`src/rtl/lab4_branch_branchpredarbiter_if.sv`:
```
// Handshake bundle between fetch/execute and the predictor arbiter:
// predict request, prediction response and resolution update channels.
interface lab4_branch_branchpredarbiter_if;
    logic        pred_req_val;
    logic        pred_req_rdy;
    logic [31:0] pred_req_pc;
    logic        pred_resp_val;
    logic        pred_resp_rdy;
    logic        pred_resp_taken;
    logic        upd_req_val;
    logic        upd_req_rdy;
    logic [31:0] upd_req_pc;
    logic        upd_req_taken;
    logic        upd_req_pred;

    modport master (
        output pred_req_val, pred_req_pc, pred_resp_rdy,
               upd_req_val, upd_req_pc, upd_req_taken, upd_req_pred,
        input  pred_req_rdy, pred_resp_val, pred_resp_taken, upd_req_rdy
    );

    modport slave (
        input  pred_req_val, pred_req_pc, pred_resp_rdy,
               upd_req_val, upd_req_pc, upd_req_taken, upd_req_pred,
        output pred_req_rdy, pred_resp_val, pred_resp_taken, upd_req_rdy
    );
endinterface

```
`src/rtl/lab4_branch_branchpredarbiter.sv`:
```
// Shares the single gshare PC port between fetch predictions and queued
// execute-side updates, with bounded prediction starvation and statistics.
module lab4_branch_branchpredarbiter #(
    parameter int p_upd_depth = 2,
    parameter int p_max_wait  = 4
) (
    input  logic                           clk,
    input  logic                           reset,
    lab4_branch_branchpredarbiter_if.slave bus,
    output logic [31:0]                    bp_pc,
    output logic                           bp_update_en,
    output logic                           bp_update_val,
    input  logic                           bp_prediction,
    output logic [31:0]                    num_updates,
    output logic [31:0]                    num_mispred
);
    localparam int               PTR_W    = (p_upd_depth > 1) ? $clog2(p_upd_depth) : 1;
    localparam int               CNT_W    = PTR_W + 1;
    localparam logic [3:0]       MAX_WAIT = 4'(p_max_wait);
    localparam logic [CNT_W-1:0] DEPTH    = CNT_W'(p_upd_depth);

    logic [31:0]      q_pc    [p_upd_depth];
    logic             q_taken [p_upd_depth];
    logic             q_pred  [p_upd_depth];
    logic [PTR_W-1:0] rd_ptr;
    logic [PTR_W-1:0] wr_ptr;
    logic [CNT_W-1:0] q_cnt;
    logic [3:0]       wait_cnt;
    logic             resp_vld_p1;
    logic             resp_taken_p1;

    logic q_empty;
    logic resp_space;
    logic grant_p;
    logic grant_u;
    logic enq;

    // Updates win by default so predictions see current history; the wait
    // counter forces a pending prediction through once it saturates.
    always_comb begin
        q_empty    = (q_cnt == '0);
        resp_space = !resp_vld_p1 || bus.pred_resp_rdy;
        grant_p    = !reset && bus.pred_req_val && resp_space &&
                     (q_empty || (wait_cnt == MAX_WAIT));
        grant_u    = !reset && !grant_p && !q_empty;
        enq        = !reset && bus.upd_req_val && (q_cnt < DEPTH);
    end

    assign bus.pred_req_rdy    = grant_p;
    assign bus.upd_req_rdy     = !reset && (q_cnt < DEPTH);
    assign bus.pred_resp_val   = !reset && resp_vld_p1;
    assign bus.pred_resp_taken = resp_taken_p1;
    assign bp_pc               = grant_u ? q_pc[rd_ptr] : bus.pred_req_pc;
    assign bp_update_en        = grant_u;
    assign bp_update_val       = q_taken[rd_ptr];

    always_ff @(posedge clk) begin
        if (reset) begin
            rd_ptr      <= '0;
            wr_ptr      <= '0;
            q_cnt       <= '0;
            wait_cnt    <= '0;
            resp_vld_p1 <= 1'b0;
            num_updates <= '0;
            num_mispred <= '0;
        end else begin
            if (enq)     wr_ptr <= wr_ptr + 1'b1;
            if (grant_u) rd_ptr <= rd_ptr + 1'b1;
            case ({enq, grant_u})
                2'b10:   q_cnt <= q_cnt + 1'b1;
                2'b01:   q_cnt <= q_cnt - 1'b1;
                default: ;
            endcase

            if (grant_p || !bus.pred_req_val) wait_cnt <= '0;
            else if (wait_cnt != MAX_WAIT)    wait_cnt <= wait_cnt + 1'b1;

            if (grant_p)                resp_vld_p1 <= 1'b1;
            else if (bus.pred_resp_rdy) resp_vld_p1 <= 1'b0;

            if (grant_u) begin
                num_updates <= num_updates + 32'd1;
                if (q_taken[rd_ptr] != q_pred[rd_ptr]) num_mispred <= num_mispred + 32'd1;
            end
        end
    end

    // ---- stage p0 -> p1: queue storage and response capture ----
    always_ff @(posedge clk) begin
        if (enq) begin
            q_pc[wr_ptr]    <= bus.upd_req_pc;
            q_taken[wr_ptr] <= bus.upd_req_taken;
            q_pred[wr_ptr]  <= bus.upd_req_pred;
        end
        if (grant_p) resp_taken_p1 <= bp_prediction;
    end
endmodule

```
`src/flat_wrapper.sv`:
```
// flat-port wrapper written by rule: the top's interface ports become plain ports
module lab4_branch_branchpredarbiter_flat 
#(
    parameter int p_upd_depth = 2,
    parameter int p_max_wait  = 4
)
  (clk, reset, bp_pc, bp_update_en, bp_update_val, bp_prediction, num_updates, num_mispred, bus_pred_req_val, bus_pred_req_pc, bus_pred_resp_rdy, bus_upd_req_val, bus_upd_req_pc, bus_upd_req_taken, bus_upd_req_pred, bus_pred_req_rdy, bus_pred_resp_val, bus_pred_resp_taken, bus_upd_req_rdy);
  lab4_branch_branchpredarbiter_if bus_i ();
  input  logic clk;
  input  logic reset;
  output logic [31:0] bp_pc;
  output logic bp_update_en;
  output logic bp_update_val;
  input  logic bp_prediction;
  output logic [31:0] num_updates;
  output logic [31:0] num_mispred;
  input wire logic [$bits(bus_i.pred_req_val)-1:0] bus_pred_req_val;
  input wire logic [$bits(bus_i.pred_req_pc)-1:0] bus_pred_req_pc;
  input wire logic [$bits(bus_i.pred_resp_rdy)-1:0] bus_pred_resp_rdy;
  input wire logic [$bits(bus_i.upd_req_val)-1:0] bus_upd_req_val;
  input wire logic [$bits(bus_i.upd_req_pc)-1:0] bus_upd_req_pc;
  input wire logic [$bits(bus_i.upd_req_taken)-1:0] bus_upd_req_taken;
  input wire logic [$bits(bus_i.upd_req_pred)-1:0] bus_upd_req_pred;
  output wire logic [$bits(bus_i.pred_req_rdy)-1:0] bus_pred_req_rdy;
  output wire logic [$bits(bus_i.pred_resp_val)-1:0] bus_pred_resp_val;
  output wire logic [$bits(bus_i.pred_resp_taken)-1:0] bus_pred_resp_taken;
  output wire logic [$bits(bus_i.upd_req_rdy)-1:0] bus_upd_req_rdy;
  assign bus_i.pred_req_val = bus_pred_req_val;
  assign bus_i.pred_req_pc = bus_pred_req_pc;
  assign bus_i.pred_resp_rdy = bus_pred_resp_rdy;
  assign bus_i.upd_req_val = bus_upd_req_val;
  assign bus_i.upd_req_pc = bus_upd_req_pc;
  assign bus_i.upd_req_taken = bus_upd_req_taken;
  assign bus_i.upd_req_pred = bus_upd_req_pred;
  assign bus_pred_req_rdy = bus_i.pred_req_rdy;
  assign bus_pred_resp_val = bus_i.pred_resp_val;
  assign bus_pred_resp_taken = bus_i.pred_resp_taken;
  assign bus_upd_req_rdy = bus_i.upd_req_rdy;
  lab4_branch_branchpredarbiter #(.p_upd_depth(p_upd_depth), .p_max_wait(p_max_wait)) u_core (.clk(clk), .reset(reset), .bus(bus_i), .bp_pc(bp_pc), .bp_update_en(bp_update_en), .bp_update_val(bp_update_val), .bp_prediction(bp_prediction), .num_updates(num_updates), .num_mispred(num_mispred));
endmodule
```
`config.mk`:
```
export PLATFORM = sky130hd
export DESIGN_NAME = lab4_branch_branchpredarbiter_flat
export DESIGN_NICKNAME = d
export VERILOG_FILES = /design/src/rtl/lab4_branch_branchpredarbiter_if.sv /design/src/rtl/lab4_branch_branchpredarbiter.sv /design/src/flat_wrapper.sv
export SDC_FILE = /design/constraint.sdc
export NUM_CORES = 1
export LEC_CHECK = 0
export ABC_AREA = 1
export BUFFER_PORTS_ARGS = -buffer_cell sky130_fd_sc_hd__buf_2
export CORE_AREA = 2 2 219 135
export CTS_CLUSTER_DIAMETER = 80
export DETAILED_ROUTE_END_ITERATION = 10
export DIE_AREA = 0 0 221 137
export PLACE_DENSITY_LB_ADDON = 0.12
export SYNTH_ARGS = -nofsm -noshare
export SYNTH_HDL_FRONTEND = slang
export SYNTH_SLANG_ARGS = --single-unit
```
`constraint.sdc`:
```
create_clock -name clk -period 6.75 [get_ports clk]
set_clock_uncertainty 0.2 [all_clocks]
set_input_delay 1.35 -clock clk [delete_from_list [all_inputs] [get_ports clk]]
set_output_delay 1.35 -clock clk [all_outputs]
set_load 0.05 [all_outputs]
```
* After elaboration in Yosys (flattened, before gate mapping)
Memory sizes are Yosys's and may differ from the RTL's. A register that Yosys moved wholly into a read port is not among the register bits.
Index checks and enable logic that the tools add are counted.
** Storage, ports and cells
- Register bits :: 74
- Bits in latches :: 0
- Bits in writable memories :: 68
- Bits in read-only memories :: 0
- Input bits :: 72
- Memories kept :: 3
** Memory list
- u_core.q_pc :: depth 2, bits a word 32, rd ports 1, clocked after Yosys merged registers in 1, write ports 1, line lab4_branch_branchpredarbiter.sv:22 : logic [31:0] q_pc [p_upd_depth];
- u_core.q_pred :: depth 2, bits a word 1, rd ports 1, clocked after Yosys merged registers in 1, write ports 1, line lab4_branch_branchpredarbiter.sv:24 : logic q_pred [p_upd_depth];
- u_core.q_taken :: depth 2, bits a word 1, rd ports 1, clocked after Yosys merged registers in 1, write ports 1, line lab4_branch_branchpredarbiter.sv:23 : logic q_taken [p_upd_depth];
** Operators by class
- Add/sub/neg operators :: 7
- Multiply operators :: 0
- Div/mod/pow operators :: 0
- Order comparisons :: 1
- Equality and inequality tests :: 5
- Shift operators :: 0
- Multiplexer cells :: 12
- Bitwise gates (word level) :: 0
- Reduce and logical (&&, ||, !) cells :: 22
** Operators with widths (number)
- $add A32 B1 Y32 const B :: 2
- $mux W32 :: 1
- $mux W1 :: 10
- $logic_and A1 B1 Y1 :: 9
- $logic_not A1 Y1 :: 5
- $add A4 B1 Y4 const B :: 1
- $eq A4 B3 Y1 const B :: 1
- $ne A4 B3 Y1 const B :: 1
- $pmux W2 S2 :: 1
- $reduce_bool A2 Y1 :: 2
- $logic_or A1 B1 Y1 :: 3
- $add A1 B1 Y1 const B :: 2
- $add A2 B1 Y2 const B :: 1
- $eq A2 B1 Y1 const B :: 1
- $eq A2 B2 Y1 const B :: 1
- $logic_not A2 Y1 :: 1
- $lt A2 B2 Y1 const B :: 1
- $reduce_and A2 Y1 :: 1
- $reduce_or A2 Y1 :: 1
- $sub A2 B1 Y2 const B :: 1
- $ne A1 B1 Y1 :: 1

* Logic depth before layout (Yosys ltp)
Gate-level depths: netlist of the first run.
- Depth after elaboration :: 9
- Gate-level depth with buffers :: 13
- Mapped depth without buffers :: 12

* Least setup slack after synthesis of the first run
No wires, ideal clock.
- Path kind :: input port to output port
- Start :: in reset
- End :: out bp_pc[23]
- Arrival :: 3.012 ns
- Data required time :: 5.200 ns
- Setup slack :: 2.188 ns
- Stages on the path :: 9
- Path buffers :: 2
- Cell sequence :: buf_6 -> inv_4 -> nand2_1 -> nor2_1 -> nand2_2 -> nand2_4 -> inv_2 -> buf_2 -> a31oi_1
** Between the ends
- Word-level cells in the longest chain between the ends :: 8
** RTL lines
- start, declared :: line flat_wrapper.sv:10 : input logic reset;
- $logic_not A1 Y1 (*) :: line lab4_branch_branchpredarbiter.sv:43, lab4_branch_branchpredarbiter.sv:45
- $logic_and A1 B1 Y1 (3 in a row) :: line lab4_branch_branchpredarbiter.sv:43 : grant_p = !reset && bus.pred_req_val && resp_space &&
- $logic_not A1 Y1 :: line lab4_branch_branchpredarbiter.sv:45 : grant_u = !reset && !grant_p && !q_empty;
- $logic_and A1 B1 Y1 (*) (2 in a row) :: line lab4_branch_branchpredarbiter.sv:45
- via bp_update_en :: line flat_wrapper.sv:12 : output logic bp_update_en;
- $mux W32 (*) :: line lab4_branch_branchpredarbiter.sv:53 : assign bp_pc = grant_u ? q_pc[rd_ptr] : bus.pred_req_pc;
- end, declared :: line flat_wrapper.sv:11 : output logic [31:0] bp_pc;
The timed path passes the listed nets; every way through them passes the cells marked *.

* Worst setup path in the final report of the first run
- Start :: in reset
- End :: out bp_pc[24]
** Between the ends
- Word-level cells in the longest chain between the ends :: 8
** RTL lines (line)
- $logic_not A1 Y1 (*) :: lab4_branch_branchpredarbiter.sv:43, lab4_branch_branchpredarbiter.sv:45
- $logic_and A1 B1 Y1 (3 in a row) :: lab4_branch_branchpredarbiter.sv:43
- $logic_not A1 Y1 :: lab4_branch_branchpredarbiter.sv:45
- $logic_and A1 B1 Y1 (*) (2 in a row) :: lab4_branch_branchpredarbiter.sv:45
- $mux W32 (*) :: lab4_branch_branchpredarbiter.sv:53
Mark *: on every way between the ends. The rest lies on a longest branch, timed or not.

==> results.json, run 1 <==
{
  "p_int_uw": 1580,
  "die_w_um": 221,
  "timing.hold.ws_ns": 0.289,
  "rows": 48,
  "path_clk_slew_ns": 0.06,
  "finalMaxSlewViolations": 0,
  "cts_sinks": 143,
  "layout.nets": 1146,
  "initial_utilization_pct": 24.5,
  "synth_edf_count": 69,
  "crit_required_ns": 5.20,
  "mostFrequentLayoutCells": "nand2_1 (266), nor2_1 (177), buf_2 (173)",
  "finalCritPeriodShare_pct": 77.8,
  "holdPathEnd": "u_core.q_cnt[1]",
  "cts_tree": "done",
  "synth_fa_ha_area_share_pct": 0.902,
  "start_kind": "input port",
  "reg2reg_depth": 13,
  "status": "completed",
  "min_path_type": "reg -> reg",
  "routedWlPerCell_um": 14.3,
  "synth_cell_types": 32,
  "syn_inst": 903,
  "antenna_found_initial": 1,
  "synth_xor_area_share_pct": 1.64,
  "hold_buffers": 0,
  "grt_max_degree": 67,
  "place_area_um2": 8140,
  "clockBufferDepth": 2,
  "grt_pass1_vias": 5817,
  "h-tree-depth": 4,
  "synth_area_um2": 6940,
  "power_frac_clock_pct": 38.3,
  "async_flop_share_pct": 0,
  "seq_area_frac_synth_pct": 51.2,
  "areaGrowthSynthToFinish_pct": 25.7,
  "grt_usage_pct": 14.2,
  "die_area_um2": 30300,
  "dr_wl_met3_um": 1200,
  "finalWirelength_um": 20800,
  "finalCriticalPeriod_ns": 5.25,
  "pwr_density_cell_nw_per_um2": 281,
  "die_y_um": 137,
  "hold_violations": 0,
  "highest_layer": "met4",
  "synth_fp_nets": 980,
  "synthSimpleGateAreaFrac_pct": 32.7,
  "route.vias.total": 6252,
  "grt_pass1_wl_um": 33100,
  "worstSetupEndpointType": "primary output",
  "tightest_slew_ns": 1.10,
  "p_switching_uw": 868,
  "first_pass_iters": 7,
  "cap_violations": 0,
  "p_comb_share_pct": 22.5,
  "hpwl_um": 15100,
  "ys_ff_latch": 143,
  "rsz0062_at_grt": "no",
  "drc": 0,
  "fin_util_pct": 30.8,
  "synth_top_family_by_area": "simple AND/OR/NAND/NOR gates",
  "numCtsBuffers": 17,
  "design.core.area_um2": 28300,
  "wl_met2_um": 8100,
  "min_path_cells": 1,
  "drt-met1-wl_um": 11300,
  "reg2reg_slack_ns": 3.07,
  "clk_latency_ns": 0.43,
  "gr-total-overflow": 0,
  "cts_setup_buffers": 0,
  "setup_viol": 0,
  "hold_path.startpoint": "u_core.q_cnt[1]",
  "reg2reg_from": "u_core.wait_cnt[0]",
  "port_buffers": 173,
  "place_congestion": 0.782,
  "root_buffer": "clkbuf_16",
  "crit_type": "in -> out",
  "fin_ws_ns": 1.50,
  "ant_nets": 0,
  "dpl_worst_slack_ns": 1.49,
  "vdd_drop_max_v": 0.000140,
  "synth_ff_type": "dfxtp_1",
  "switching_share_pct": 35.4,
  "synthMuxAreaShare_pct": 0,
  "cellLeakagePower_uw": 0.00354,
  "drive_gt1_share_pct": 20.8,
  "cp_max_fo": 66,
  "design_area_um2": 8720,
  "synth_compound_area_share_pct": 6.96,
  "io_pins": 174,
  "final_common_cell": "nand2_1",
  "critPathArrivalTime_ns": 3.70,
  "drt-vias-per-instance": 4.29,
  "syn_avg_cell_area_um2": 7.68,
  "drtIter0Drc": 402,
  "r2r-end": "u_core.q_cnt[1]",
  "relSlewSlack_pct": 26.8,
  "seq_power_share_pct": 39.3,
  "final.setup.tns_ns": 0,
  "clock.fmax_ghz": 0.190,
  "yosys_warnings": 0,
  "cts_resized": 0
}
power by group through the flow:
stage,clock network (µW),registers (µW),logic [µW]
CTS,973,962,564
detailed placement,0,982,562
floorplan,0,995,412
global placement,0,981,562
finish,938,962,551
global route,1010,966,607
layer usage:
layer / vias to the layer above / global-route usage [%]
met5: - / 0
met4: 0 / 3.28
met1: 2818 / 21.1
met3: 14 / 4.96
met2: 133 / 19.2
li1: 3287 / -
cells by family (layout without fill, tap and decap cells):
logic type,Yosys count,count (layout)
and+or+nand+nor,551,551
adders and majority gates,5,5
other,0,1
xor gates and xnor gates,13,13
buffers and inverters,104,283
AOI/OAI and AO/OA,87,87
DFF,143,143
cell type report:
type,instances,area (µm²)
diodes,1,2.50
repair buffers,176,888
multi-input cells,656,2940
clock inverters,15,153
inverters,75,287
well taps,375,469
fillers,3075,19600
flip-flops and latches,143,3550
clock buffers,17,425
flip-flops by register name, summed over array words and instances, names as in the netlist, named ones only:
register                    flops
u_core.q_taken                  2
u_core.bus.pred_resp_taken      1
u_core.num_updates             32
u_core.q_cnt                    2
u_core.wait_cnt                 4
u_core.q_pred                   2
u_core.q_pc                    64
u_core.resp_vld_p1              1
u_core.rd_ptr                   1
u_core.wr_ptr                   1
u_core.num_mispred             32
worst max-delay path, cell delays in order:
cell	delay (ns)
buf_2	0.12
inv_4	0.44
nand2_1	0.10
nor2_1	0.16
nand2_2	0.12
nand2_4	0.30
inv_2	0.47
a31oi_1	0.31
buf_2	0.29
synth_stat cells, drive strengths merged (9+ instances only):
cell,number,area (µm²)
o21ai,9,45.0
a31oi,32,200
buf,19,131
a21oi,43,215
nor3,13,65.1
nand3,69,345
edfxtp,69,2070
nor2,187,747
nand2,270,1030
inv,75,287
dfxtp,74,1480
clkbuf,10,37.5
through the flow:
step | total power [µW] | cells
final | 2450 | 1458
after CTS | 2500 | 1457
after detailed placement | 1540 | 1425
after global routing | 2590 | 1458
after floorplan | 1410 | 903
after global placement | 1540 | 1425
worst max path at each step:
stage	depth (start not counted)	to	from
CTS	9	bp_pc[24]	reset
finish	9	bp_pc[24]	reset
global placement	9	bp_pc[24]	reset
detailed placement	9	bp_pc[24]	reset
global route	10	bp_pc[24]	reset
floorplan	9	bp_pc[23]	reset
(Power assumes the default switching activity.)
==> run 2: changes to the inputs <==
Settings changed: ABC_AREA 1 to 0, CORE_AREA 2 2 219 135 to 2 2 207 128, DIE_AREA 0 0 221 137 to 0 0 209 130.
Clock period 6.75 ns to 4.7 ns, I/O delays scaled along.
==> run 2 against run 1 <==
Effect of this change: synthesized cell count is 35% lower; design area fell by 8.2%; total power increased by 53%; worst hold slack got worse by 0.0044 ns; largest power group unchanged; combinational power rose by 70%; critical path type is now reg -> out; cell count shrank 24%; utilization grew 0.43 points; sequential power rose by 53%; clock power up 43%; sequential share of layout area is 3.7 points higher; critical path depth fell by 2.
==> results.json, run 2 <==
{
  "ys_top_cells_by_area": "edfxtp_1 (33%), dfxtp_1 (24%), mux2i_1 (5.6%)",
  "antenna_cells": 0,
  "h-tree-depth": 4,
  "cp_slowest_cell": "a311o_2",
  "mostFrequentLayoutCells": "buf_2 (173), dfxtp_1 (73), edfxtp_1 (69)",
  "timing.hold.ws_ns": 0.285,
  "start_kind": "flop",
  "setup_viol": 0,
  "finalWirelength_um": 16600,
  "areaGrowthSynthToFinish_pct": 28.6,
  "finalCriticalPeriod_ns": 3.92,
  "drtIter0Drc": 244,
  "layout.nets": 831,
  "path_clk_slew_ns": 0.06,
  "min_path_cells": 2,
  "grt_pass1_wl_um": 25600,
  "crit_type": "reg -> out",
  "min_path_type": "reg -> reg",
  "critPathArrivalTime_ns": 2.78,
  "crit_chain": "inv_1 -> ha_1 -> and3b_1 -> a311o_2 -> buf_12 -> o21ai_0 -> buf_2",
  "route.vias.total": 5023,
  "cap_violations": 0,
  "rows": 46,
  "cts_setup_buffers": 0,
  "grt_usage_pct": 12.2,
  "die_w_um": 209,
  "clk_latency_ns": 0.41,
  "syn_avg_cell_area_um2": 10.5,
  "largest_reg_flops": 64,
  "crit_required_ns": 3.56,
  "status": "completed",
  "clockBufferDepth": 2,
  "yosysMostFrequentCell": "dfxtp_1",
  "rsz0062_at_grt": "no",
  "synth_fp_nets": 667,
  "root_buffer": "clkbuf_16",
  "synth_area_um2": 6220,
  "grt_pass1_vias": 4637,
  "finalCritPeriodShare_pct": 83.3,
  "cts_resized": 0,
  "seq_area_frac_synth_pct": 57.1,
  "die_area_um2": 27200,
  "ant_nets": 0,
  "hold_violations": 0,
  "pwr_density_cell_nw_per_um2": 467,
  "drc": 0,
  "initial_utilization_pct": 24.3,
  "final_common_cell": "buf_2",
  "hold_buffers": 0,
  "final.setup.tns_ns": 0,
  "cts_sinks": 143,
  "seq_area_um2": 3550,
  "relSlewSlack_pct": 17.9,
  "fin_util_pct": 31.3,
  "ys_ff_latch": 143,
  "syn_inst": 590,
  "async_flop_share_pct": 0,
  "synth_edf_count": 69,
  "design.core.area_um2": 25600,
  "synth_area_leader_cell": "edfxtp_1",
  "antenna_found_initial": 0,
  "first_pass_iters": 6,
  "worstSetupEndpointType": "primary output",
  "place_congestion": 0.741,
  "clock.fmax_ghz": 0.255,
  "vdd_drop_max_v": 0.000217,
  "worst-path-stages": 7,
  "io_pins": 174,
  "reg_top3": "u_core.q_pc: 64 flops, u_core.num_mispred: 32 flops, u_core.num_updates: 32 flops",
  "routedWlPerCell_um": 15.0,
  "numCtsBuffers": 17,
  "drive_gt1_share_pct": 27.6,
  "largest_register": "u_core.q_pc",
  "synth_cell_types": 38,
  "crit_buf_inv": 3,
  "reg2reg_depth": 8,
  "synth_common_cells": "dfxtp_1 (74), edfxtp_1 (69), nand2_1 (59)",
  "hpwl_um": 11500,
  "port_buffers": 173,
  "fillers": 2639,
  "synth_ff_type": "dfxtp_1",
  "slowest_delay_ns": 0.66,
  "cellLeakagePower_uw": 0.00300,
  "cp_max_fo": 67,
  "finalMaxSlewViolations": 0,
  "synth_top_area_share_pct": 33.3,
  "drt-vias-per-instance": 4.55,
  "multi_input_area_um2": 2490,
  "gr-total-overflow": 0,
  "die_y_um": 130,
  "cts_tree": "done",
  "grt_max_degree": 72,
  "tightest_slew_ns": 1.23,
  "crit_family": "compound AO/OA/AOI/OAI gates",
  "yosys_warnings": 0
}
-- run 2: cell type report --
cell class | count | area share, %
clock buffers | 17 | 5.31
clock inverters | 15 | 1.88
inverters | 12 | 0.563
multi-input cells | 402 | 31.1
flip-flops and latches | 143 | 44.4
well taps | 336 | 5.25
repair buffers | 178 | 11.4
-- run 2: power breakdown --
| group | internal, µW | total [µW] | leakage [µW] | switching [µW] |
|---|---|---|---|---|
| Clock | 821 | 1340 | 0.000284 | 518 |
| Combinational | 255 | 936 | 0.00149 | 681 |
| Sequential | 1380 | 1470 | 0.00123 | 87.5 |
| Total | 2450 | 3740 | 0.00300 | 1290 |
-- run 2: path summary, 6_finish.rpt --
kind | startpoint | to | slack [ns]
worst min register to register | u_core.num_mispred[31] | u_core.num_mispred[31] | 0.28
worst max-delay path | u_core.wait_cnt[0] | bp_pc[4] | 0.78
worst min-delay path | u_core.num_mispred[31] | u_core.num_mispred[31] | 0.28
worst max register to register | u_core.wait_cnt[0] | u_core.num_mispred[28] | 1.14
-- run 2: metal layers --
metal / wire length [µm] / track usage (%)
met1: 7890 / 16.4
met2: 7760 / 19.0
met3: 811 / 3.97
met4: 132 / 3.28
met5: 0 / 0
-- run 2: logic make-up after synthesis --
group,share of synthesized area [%]
AO/OA/AOI/OAI,7.94
XOR/XNOR,6.48
adder cells (fa/ha/maj),1.01
buffers and inverters,3.00
flip-flops,57.1
multiplexers,5.81
AND/OR/NAND/NOR,18.7
-- run 2: worst reg2reg max path, delay by kind of cell, from the launching register on --
kind | cells | cell delay, ns
adder cells (fa/ha/maj) | 1 | 0.21
buffers and inverters | 2 | 0.38
AO/OA/AOI/OAI | 2 | 0.81
flip-flops | 1 | 0.36
AND/OR/NAND/NOR | 3 | 1.51
-- run 2: through the flow --
step                cells  instance area, µm²  setup WS [ns]  power, µW
floorplan             590                6220          0.535       2170
global placement     1071                7430          0.941       2430
detailed placement   1071                7430          0.886       2440
CTS                  1103                8000          0.719       3800
global route         1103                8000          0.575       3920
finish               1103                8000          0.784       3740
